### config.mk
export PLATFORM = sky130hd
export DESIGN_NAME = down_count_bcd_311
export DESIGN_NICKNAME = d
export VERILOG_FILES = /design/src/rtl/down_count_bcd_311.sv
export SDC_FILE = /design/constraint.sdc
export NUM_CORES = 1
export LEC_CHECK = 0
export BUFFER_PORTS_ARGS = -buffer_cell sky130_fd_sc_hd__buf_2
export CAP_MARGIN = 10
export CORE_ASPECT_RATIO = 1.25
export CORE_MARGIN = 2
export CORE_UTILIZATION = 40
export DETAILED_ROUTE_END_ITERATION = 6
export PLACE_DENSITY_LB_ADDON = 0.12
export SKIP_LAST_GASP = 1
export SYNTH_ARGS = -nofsm -noshare
export SYNTH_HDL_FRONTEND = slang
export SYNTH_SLANG_ARGS = --single-unit
export TNS_END_PERCENT = 100
### constraint.sdc
create_clock -name clk_311 -period 1.8 [get_ports clk_311]
set_clock_uncertainty 0.2 [all_clocks]
set_input_delay 0.27 -clock clk_311 [delete_from_list [all_inputs] [get_ports clk_311]]
set_output_delay 0.27 -clock clk_311 [all_outputs]
set_load 0.01 [all_outputs]
### src/rtl/down_count_bcd_311.sv
// Binary-to-BCD converter for the down counter display path: sequential
// double-dabble, one bit per clock, with start/busy/done handshake and optional auto-start.
module down_count_bcd_311 #(
  parameter int AUTO  = 1,
  parameter int WIDTH = 8
) (
  input  logic             clk_311,
  input  logic             reset_311,
  input  logic [WIDTH-1:0] count_in_311,
  input  logic             start_311,
  output logic             busy_311,
  output logic             done_311,
  output logic [3:0]       bcd_hund_311,
  output logic [3:0]       bcd_tens_311,
  output logic [3:0]       bcd_ones_311
);

  localparam logic [0:0] ST_IDLE  = 1'b0;
  localparam logic [0:0] ST_SHIFT = 1'b1;
  localparam logic       AUTO_EN  = (AUTO != 32'sd0);

  logic [0:0]       state_r;
  logic [19:0]      shift_r;
  logic [3:0]       bit_cnt_r;
  logic [WIDTH-1:0] last_r;
  logic             busy_r;
  logic             done_r;
  logic [3:0]       hund_r;
  logic [3:0]       tens_r;
  logic [3:0]       ones_r;

  logic             start_s;
  logic [19:0]      next_shift_s;

  function automatic logic [3:0] add3(input logic [3:0] n);
    return (n >= 4'd5) ? (n + 4'd3) : n;
  endfunction

  // One double-dabble iteration: correct each digit nibble, then shift left.
  function automatic logic [19:0] dabble_step(input logic [19:0] v);
    logic [19:0] adj;
    adj = {add3(v[19:16]), add3(v[15:12]), add3(v[11:8]), v[7:0]};
    return {adj[18:0], 1'b0};
  endfunction

  // Start request: explicit start, or (auto mode) the input moved away from the last captured value.
  always_comb begin
    start_s      = start_311 | (AUTO_EN & (count_in_311 != last_r));
    next_shift_s = dabble_step(shift_r);
  end

  // Conversion FSM, shift engine and registered result digits.
  always_ff @(posedge clk_311) begin
    if (reset_311) begin
      state_r   <= ST_IDLE;
      shift_r   <= 20'd0;
      bit_cnt_r <= 4'd0;
      last_r    <= '0;
      busy_r    <= 1'b0;
      done_r    <= 1'b0;
      hund_r    <= 4'd0;
      tens_r    <= 4'd0;
      ones_r    <= 4'd0;
    end else begin
      done_r <= 1'b0;
      case (state_r)
        ST_IDLE: begin
          if (start_s) begin
            shift_r   <= {12'd0, count_in_311};
            last_r    <= count_in_311;
            bit_cnt_r <= 4'd0;
            busy_r    <= 1'b1;
            state_r   <= ST_SHIFT;
          end
        end
        ST_SHIFT: begin
          shift_r   <= next_shift_s;
          bit_cnt_r <= bit_cnt_r + 4'd1;
          // Eighth shift: digits are final, publish them in the same edge.
          if (bit_cnt_r == 4'd7) begin
            hund_r  <= next_shift_s[19:16];
            tens_r  <= next_shift_s[15:12];
            ones_r  <= next_shift_s[11:8];
            done_r  <= 1'b1;
            busy_r  <= 1'b0;
            state_r <= ST_IDLE;
          end
        end
        default: begin
          busy_r  <= 1'b0;
          state_r <= ST_IDLE;
        end
      endcase
    end
  end

  assign busy_311     = busy_r;
  assign done_311     = done_r;
  assign bcd_hund_311 = hund_r;
  assign bcd_tens_311 = tens_r;
  assign bcd_ones_311 = ones_r;

endmodule

==> results of run 1 <==
-- final cells by class --
| class | instances | area [um2] |
|---|---|---|
| fillers | 540 | 2760 |
| well taps | 64 | 80.1 |
| inverters | 11 | 41.3 |
| flip-flops and latches | 47 | 945 |
| multi-input cells | 185 | 1140 |
| repair buffers | 42 | 300 |
| clock buffers | 8 | 100 |
-- critical path, stage by stage, from the launching register on --
cell and delay (ns):
dfxtp_2 0.34, inv_1 0.07, ha_1 0.18, nand2b_1 0.17
a21oi_2 0.21, mux2i_2 0.29, nand2_1 0.09, a21oi_2 0.12
-- per-stage QoR --
step | instances | cell area [um2] | setup WS (ns) | TNS, ns | hold slack (ns)
2_1_floorplan | 261 | 2210 | 0.146 | 0 | 0.214
3_5_place_dp | 346 | 2460 | 0.00501 | 0 | 0.244
6_report | 357 | 2610 | 0.0673 | 0 | 0.0561
4_1_cts | 354 | 2560 | 0.0481 | 0 | 0.0415
5_1_grt | 357 | 2610 | -0.0490 | -0.0901 | 0.0712
3_3_place_gp | 346 | 2460 | 0.0498 | 0 | 0.239
-- how the worst max path moves through the flow --
stage / to / startpoint / depth (start not counted)
global route: bcd_ones_311[2] / shift_r[9] / 7
detailed placement: shift_r[4] / count_in_311[7] / 7
finish: bcd_ones_311[2] / shift_r[9] / 7
CTS: bcd_ones_311[2] / shift_r[9] / 7
global placement: shift_r[6] / count_in_311[7] / 7
floorplan: shift_r[0] / last_r[7] / 7
-- what timing repair did --
action                                  in CTS  in global routing
endpoints found under the setup margin       2                 12
buffers inserted                             0                  3
endpoints found under the hold margin        0                  0
pin swaps                                    0                  6
gates resized for setup                      1                  9
hold buffers                                 0                  0
-- placed cells by master (no fill, tap or decap), types with 2 or more instances in the layout --
| cell type | instances |
|---|---|
| dfxtp_1 | 44 |
| nand2_1 | 34 |
| a21oi_1 | 25 |
| buf_2 | 24 |
| nor2_1 | 22 |
| nand3_1 | 19 |
| buf_4 | 13 |
| inv_1 | 10 |
| nor3_1 | 9 |
| xor2_1 | 8 |
| mux2i_1 | 8 |
| ha_1 | 7 |
| clkbuf_8 | 7 |
| nand2b_1 | 6 |
| o21ai_0 | 6 |
| a211oi_1 | 5 |
| a21oi_2 | 4 |
| a2111oi_2 | 4 |
| a311oi_1 | 3 |
| xnor2_1 | 3 |
| and2_1 | 3 |
| a31oi_1 | 3 |
| dfxtp_2 | 3 |
| buf_12 | 3 |
| nor3_2 | 2 |
| nand4_1 | 2 |
| buf_6 | 2 |
-- power by group through the flow --
stage | clock network, mW | logic (mW) | registers, mW
floorplan | 0 | 0.107 | 1.11
global placement | 0 | 0.158 | 1.11
detailed placement | 0 | 0.160 | 1.11
CTS | 0.725 | 0.160 | 1.09
global route | 0.747 | 0.179 | 1.09
finish | 0.681 | 0.159 | 1.09
-- layer usage --
| layer | track usage (%) | part of all wire (%) | vias up | wire length, um |
|---|---|---|---|---|
| li1 | - | - | 962 | - |
| met2 | 27.3 | 49 | 30 | 2180 |
| met1 | 19.3 | 47 | 845 | 2100 |
| met5 | 0 | 0 | - | 0 |
| met3 | 3.24 | 3.3 | 2 | 145 |
| met4 | 5.24 | 0.85 | 0 | 38 |
-- sequential cells by signal (all words and copies together) (netlist names) --
register      count
bcd_tens_311      4
bcd_ones_311      4
bcd_hund_311      4
done_311          1
busy_311          1
bit_cnt_r         4
shift_r          20
last_r            8
state_r           1
-- Yosys cell counts, drive strengths merged --
cell type / number / area share [%]
a2111oi: 4 / 2.7
a211oi: 5 / 1.7
a21oi: 29 / 6.6
a22oi: 1 / 0.34
a311oi: 4 / 1.9
a31oi: 3 / 0.85
and2: 3 / 0.85
and4: 1 / 0.40
and4b: 1 / 0.45
buf: 8 / 2.9
clkbuf: 10 / 1.7
clkinv: 1 / 0.17
dfxtp: 47 / 43
ha: 7 / 4.0
inv: 10 / 1.7
mux2i: 9 / 4.1
nand2: 35 / 6.3
nand2b: 6 / 1.7
nand3: 19 / 4.3
nand4: 2 / 0.57
nand4b: 1 / 0.40
nor2: 22 / 3.7
nor2b: 1 / 0.28
nor3: 11 / 2.9
nor3b: 1 / 0.34
o211ai: 1 / 0.34
o21ai: 6 / 1.4
o22ai: 1 / 0.28
or2: 1 / 0.28
xnor2: 3 / 1.2
xor2: 8 / 3.2
-- cells by family (layout without fill, tap and decap cells) --
logic type | after synthesis | in the layout | share of synthesized area, %
AOI/OAI and AO/OA | 54 | 54 | 16.0
buffers and inverters | 29 | 61 | 6.46
xor gates and xnor gates | 11 | 11 | 4.36
and+or+nand+nor | 104 | 104 | 22.5
DFF | 47 | 47 | 42.6
muxes | 9 | 9 | 4.08
adders and majority gates | 7 | 7 | 3.96
==> results.py, run 1 <==
metrics = {
    "hold_path": {
        "hp-start": "count_in_311[2]",
        "hold_end": "last_r[2]",
        "worstHoldPathType": "primary input to register",
        "holdPathStages": 3,
    },
    "worst_setup_path": {
        "cp-end-kind": "register",
        "r2r-start": "shift_r[9]",
        "reg2reg_to": "bcd_ones_311[2]",
        "r2r.worst_path.cells": 7,
        "crit_required_ns": 1.83,
        "cp_max_fo": 3,
        "r2r_setup_slack_ns": 0.07,
        "worstSetupPathType": "register to register",
        "start_kind": "register",
        "arrival_ns": 1.76,
    },
    "detailed_routing": {
        "viasPerCell": 5.15,
        "dr.pass1.iters": 4,
        "vias": 1839,
        "wl_per_cell_um": 12.5,
        "drt_iter0_markers": 64,
        "drc_errors": 0,
        "antenna_left": 0,
        "wl_um": 4460,
    },
    "status": {
        "outcome": "complete, no violations",
    },
    "floorplan": {
        "die_y_um": 87.1,
        "initial_core_util_pct": 41.2,
        "io_pins": 25,
        "dieArea_mm2": 0.00614,
        "die_w_um": 70.5,
        "rows": 30,
        "core_area_mm2": 0.00537,
    },
    "pwr": {
        "p_int_mw": 1.49,
        "p_switching_uw": 441,
        "combPwrFrac_pct": 8.3,
        "vdd.ir_drop.worst_uv": 394,
        "leakage_nw": 1.04,
        "total_power_mw": 1.93,
        "p_per_area_mw_per_mm2": 738,
        "netSwitchingFraction_pct": 22.9,
        "power.share.clock_pct": 35.3,
        "seqPwrFrac_pct": 56.4,
    },
    "timing": {
        "slew_viol_final": 0,
        "fin_crit_sh_pct": 96.3,
        "hold_violations": 0,
        "fmax_mhz": 577,
        "maxSlewHeadroom_pct": 70.7,
        "setup_viol": 0,
        "rsz0062_at_grt": "true",
        "fin_crit_ns": 1.73,
        "worst_slew_pin_slew_ns": 0.440,
    },
    "clock_network": {
        "cts.clk_slew.worst_paths_ns": 0.08,
        "clock_latency_ns": 0.29,
        "cts_tree": "yes",
        "cts.sinks": 47,
        "ctsRootBufferMaster": "clkbuf_8",
        "cts_buffers": 5,
        "clock_path_buffers": 2,
        "htreeDepth": 2,
    },
    "synthesis": {
        "synthesis.nets": 279,
        "seq_area_frac_synth_pct": 42.6,
        "avgSynthCellArea_um2": 8.47,
        "synthCells": 261,
        "synth_seq_cells": 47,
        "synth_area_mm2": 0.00221,
        "yosysWarnings": 0,
        "synth_cell_types": 37,
    },
    "grt": {
        "grt_max_degree": 26,
        "antenna_found_initial": 0,
        "grt_first_pass_wirelength_um": 7720,
        "grt_use_total_pct": 15.7,
        "grt_pass1_vias": 1707,
        "grt-ovfl-total": 0,
    },
    "placed_design": {
        "gp_congestion": 0.740,
        "dp_hpwl_um": 3060,
        "port_buffers": 24,
    },
    "run": {
        "drv_cap": 0,
    },
    "final_layout": {
        "final_nets": 310,
        "n_antenna_cell": 0,
        "area_growth_pct": 18.2,
        "drive_gt1_share_pct": 22.5,
        "utilization_pct": 48.6,
    },
}
(Power assumes the default switching activity.)
==> run 2, diff against run 1 <==
- clock period: 1.8 -> 1.5 ns (I/O delays scaled with it)
==> run 2 against run 1 <==
The run now ends with setup timing left. Register-to-register slack worse by 0.28 ns. Utilization increased by 12 points. First-iteration DRC count rose by 17%. Final cell count rose by 8.1%. Maximum frequency is 0.98% higher. Largest power group unchanged. Total power increased by 28%. Critical endpoint is now shift_r[6]. Global-route usage increased by 2.2 points.
==> results.py, run 2 (synthesis results as in run 1) <==
metrics = {
    "placed_design": {
        "gp_congestion": 0.779,
        "port_buffers": 24,
        "placed_cells": 366,
        "dp_hpwl_um": 3260,
    },
    "timing": {
        "hold_violations": 0,
        "setup_viol": 31,
        "maxSlewHeadroom_pct": 74.6,
        "fin_crit_ns": 1.72,
        "fin_crit_sh_pct": 114,
        "worst_slew_pin_slew_ns": 0.380,
        "slew_viol_final": 0,
        "rsz0062_at_grt": "true",
        "final.setup.worst_slack_ns": -0.216,
        "fmax_mhz": 583,
    },
    "worst_setup_path": {
        "crit_start": "last_r[3]",
        "cp_max_fo": 7,
        "crit_required_ns": 1.50,
        "cp-end-kind": "register",
        "r2r.worst_path.cells": 6,
        "arrival_ns": 1.71,
        "r2r-start": "last_r[3]",
        "start_kind": "register",
        "r2r_setup_slack_ns": -0.22,
        "reg2reg_to": "shift_r[6]",
        "critical_path.endpoint": "shift_r[6]",
        "worstSetupPathType": "register to register",
    },
    "floorplan": {
        "rows": 30,
        "core_area_mm2": 0.00537,
        "dieArea_mm2": 0.00614,
        "initial_core_util_pct": 41.2,
        "io_pins": 25,
        "die_y_um": 87.1,
        "die_w_um": 70.5,
    },
    "final_layout": {
        "most-common-layout-cells": "buf_4, nand2_1, dfxtp_1",
        "reg.largest.list": "shift_r x20, last_r x8",
        "final_nets": 340,
        "final_common_cell": "buf_4",
        "n_antenna_cell": 0,
        "regMostFlops": "shift_r",
        "utilization_pct": 61.0,
        "area_growth_pct": 48.2,
        "largest_register_ffs": 20,
        "drive_gt1_share_pct": 50.6,
        "fin_cells": 386,
    },
    "detailed_routing": {
        "routed-wl-met2_um": 2890,
        "wl_per_cell_um": 14.1,
        "wl_met1_um": 2380,
        "met3_length_um": 121,
        "viasPerCell": 5.21,
        "highest_layer": "met4",
        "drc_errors": 0,
        "wl_um": 5460,
        "antenna_left": 0,
        "dr.pass1.iters": 4,
        "drt_iter0_markers": 75,
        "vias": 2012,
    },
    "clock_network": {
        "clock_path_buffers": 2,
        "htreeDepth": 2,
        "clock_latency_ns": 0.30,
        "cts_tree": "yes",
        "ctsRootBufferMaster": "clkbuf_8",
        "cts.sinks": 47,
        "cts.clk_slew.worst_paths_ns": 0.08,
        "cts_buffers": 5,
    },
    "pwr": {
        "seqPwrFrac_pct": 53.0,
        "p_switching_uw": 576,
        "leakage_nw": 1.26,
        "power.share.clock_pct": 36.5,
        "combPwrFrac_pct": 10.5,
        "p_int_mw": 1.90,
        "vdd.ir_drop.worst_uv": 461,
        "netSwitchingFraction_pct": 23.3,
        "p_per_area_mw_per_mm2": 755,
    },
    "grt": {
        "grt_first_pass_wirelength_um": 8540,
        "grt_max_degree": 28,
        "grt_pass1_vias": 1826,
        "grt_use_total_pct": 17.8,
        "antenna_found_initial": 0,
        "grt-ovfl-total": 0,
    },
    "status": {
        "violations": "setup timing",
        "outcome": "finished with violations",
    },
    "hold_path": {
        "worstHoldPathType": "primary input to register",
    },
    "run": {
        "drv_cap": 0,
    },
}
[run 2: changes by cell type in the layout (fill, tap and decap cells not counted), sizes merged]
cell / delta
bufinv: +1
clkbuf: -2
buf: +30
[run 2: worst min path at each step]
| stage | from | endpoint | slack [ns] | depth (start not counted) |
|---|---|---|---|---|
| after detailed placement | bcd_hund_311[2] | bcd_hund_311[2] | 0.24 | 2 |
| after global routing | count_in_311[1] | last_r[1] | 0.12 | 4 |
| after global placement | bcd_ones_311[2] | bcd_ones_311[2] | 0.24 | 2 |
| after floorplan | count_in_311[0] | last_r[0] | 0.17 | 2 |
| final | count_in_311[4] | last_r[4] | 0.09 | 4 |
| after CTS | count_in_311[4] | last_r[4] | 0.08 | 4 |
[run 2: final cells by class]
cell class | count | area [um2]
Sequential cell | 47 | 963
Tap cell | 64 | 80.1
Clock buffer | 6 | 72.6
Clock inverter | 1 | 30.0
Timing Repair Buffer | 72 | 599
Multi-Input combinational cell | 185 | 1480
Inverter | 11 | 46.3
Fill cell | 464 | 2090
[run 2: worst max-delay path, cell delays in order (launching register included)]
cell,delay (ns)
dfxtp_2,0.34
xor2_2,0.14
nor3_2,0.19
and4_4,0.30
buf_6,0.14
nor3_4,0.04
a2111oi_4,0.27
[run 2: power groups by stage]
stage               registers (mW)  logic (mW)  clock network [mW]
global placement              1.33       0.219                   0
finish                        1.31       0.260               0.902
CTS                           1.31       0.234               0.929
floorplan                     1.33       0.131                   0
global route                  1.31       0.287               0.961
detailed placement            1.33       0.221                   0
[run 2: per-stage QoR]
| stage | instance area (um2) | hold slack [ns] | setup TNS, ns | setup slack, ns | power [mW] |
|---|---|---|---|---|---|
| after floorplan | 2250 | 0.169 | -0.726 | -0.124 | 1.46 |
| after global placement | 2660 | 0.239 | -3.65 | -0.197 | 1.55 |
| after detailed placement | 2660 | 0.243 | -4.48 | -0.248 | 1.56 |
| after CTS | 3050 | 0.0849 | -4.06 | -0.192 | 2.47 |
| after global routing | 3270 | 0.115 | -6.10 | -0.293 | 2.56 |
| final | 3270 | 0.0867 | -3.60 | -0.216 | 2.47 |
[run 2: repair_timing]
| item | CTS | global route |
|---|---|---|
| resized for setup | 44 | 48 |
| endpoints found under the setup margin | 38 | 41 |
| gates cloned | 3 | 0 |
| hold buffers | 0 | 0 |
| buffers inserted | 5 | 8 |
| pin swaps | 17 | 27 |
[run 2: metal layers]
layer  GRT usage [%]  vias up
met5               0        -
met4            6.82        0
met3            3.13        5
met2            31.9       29
met1            21.1      960
li1                -     1018
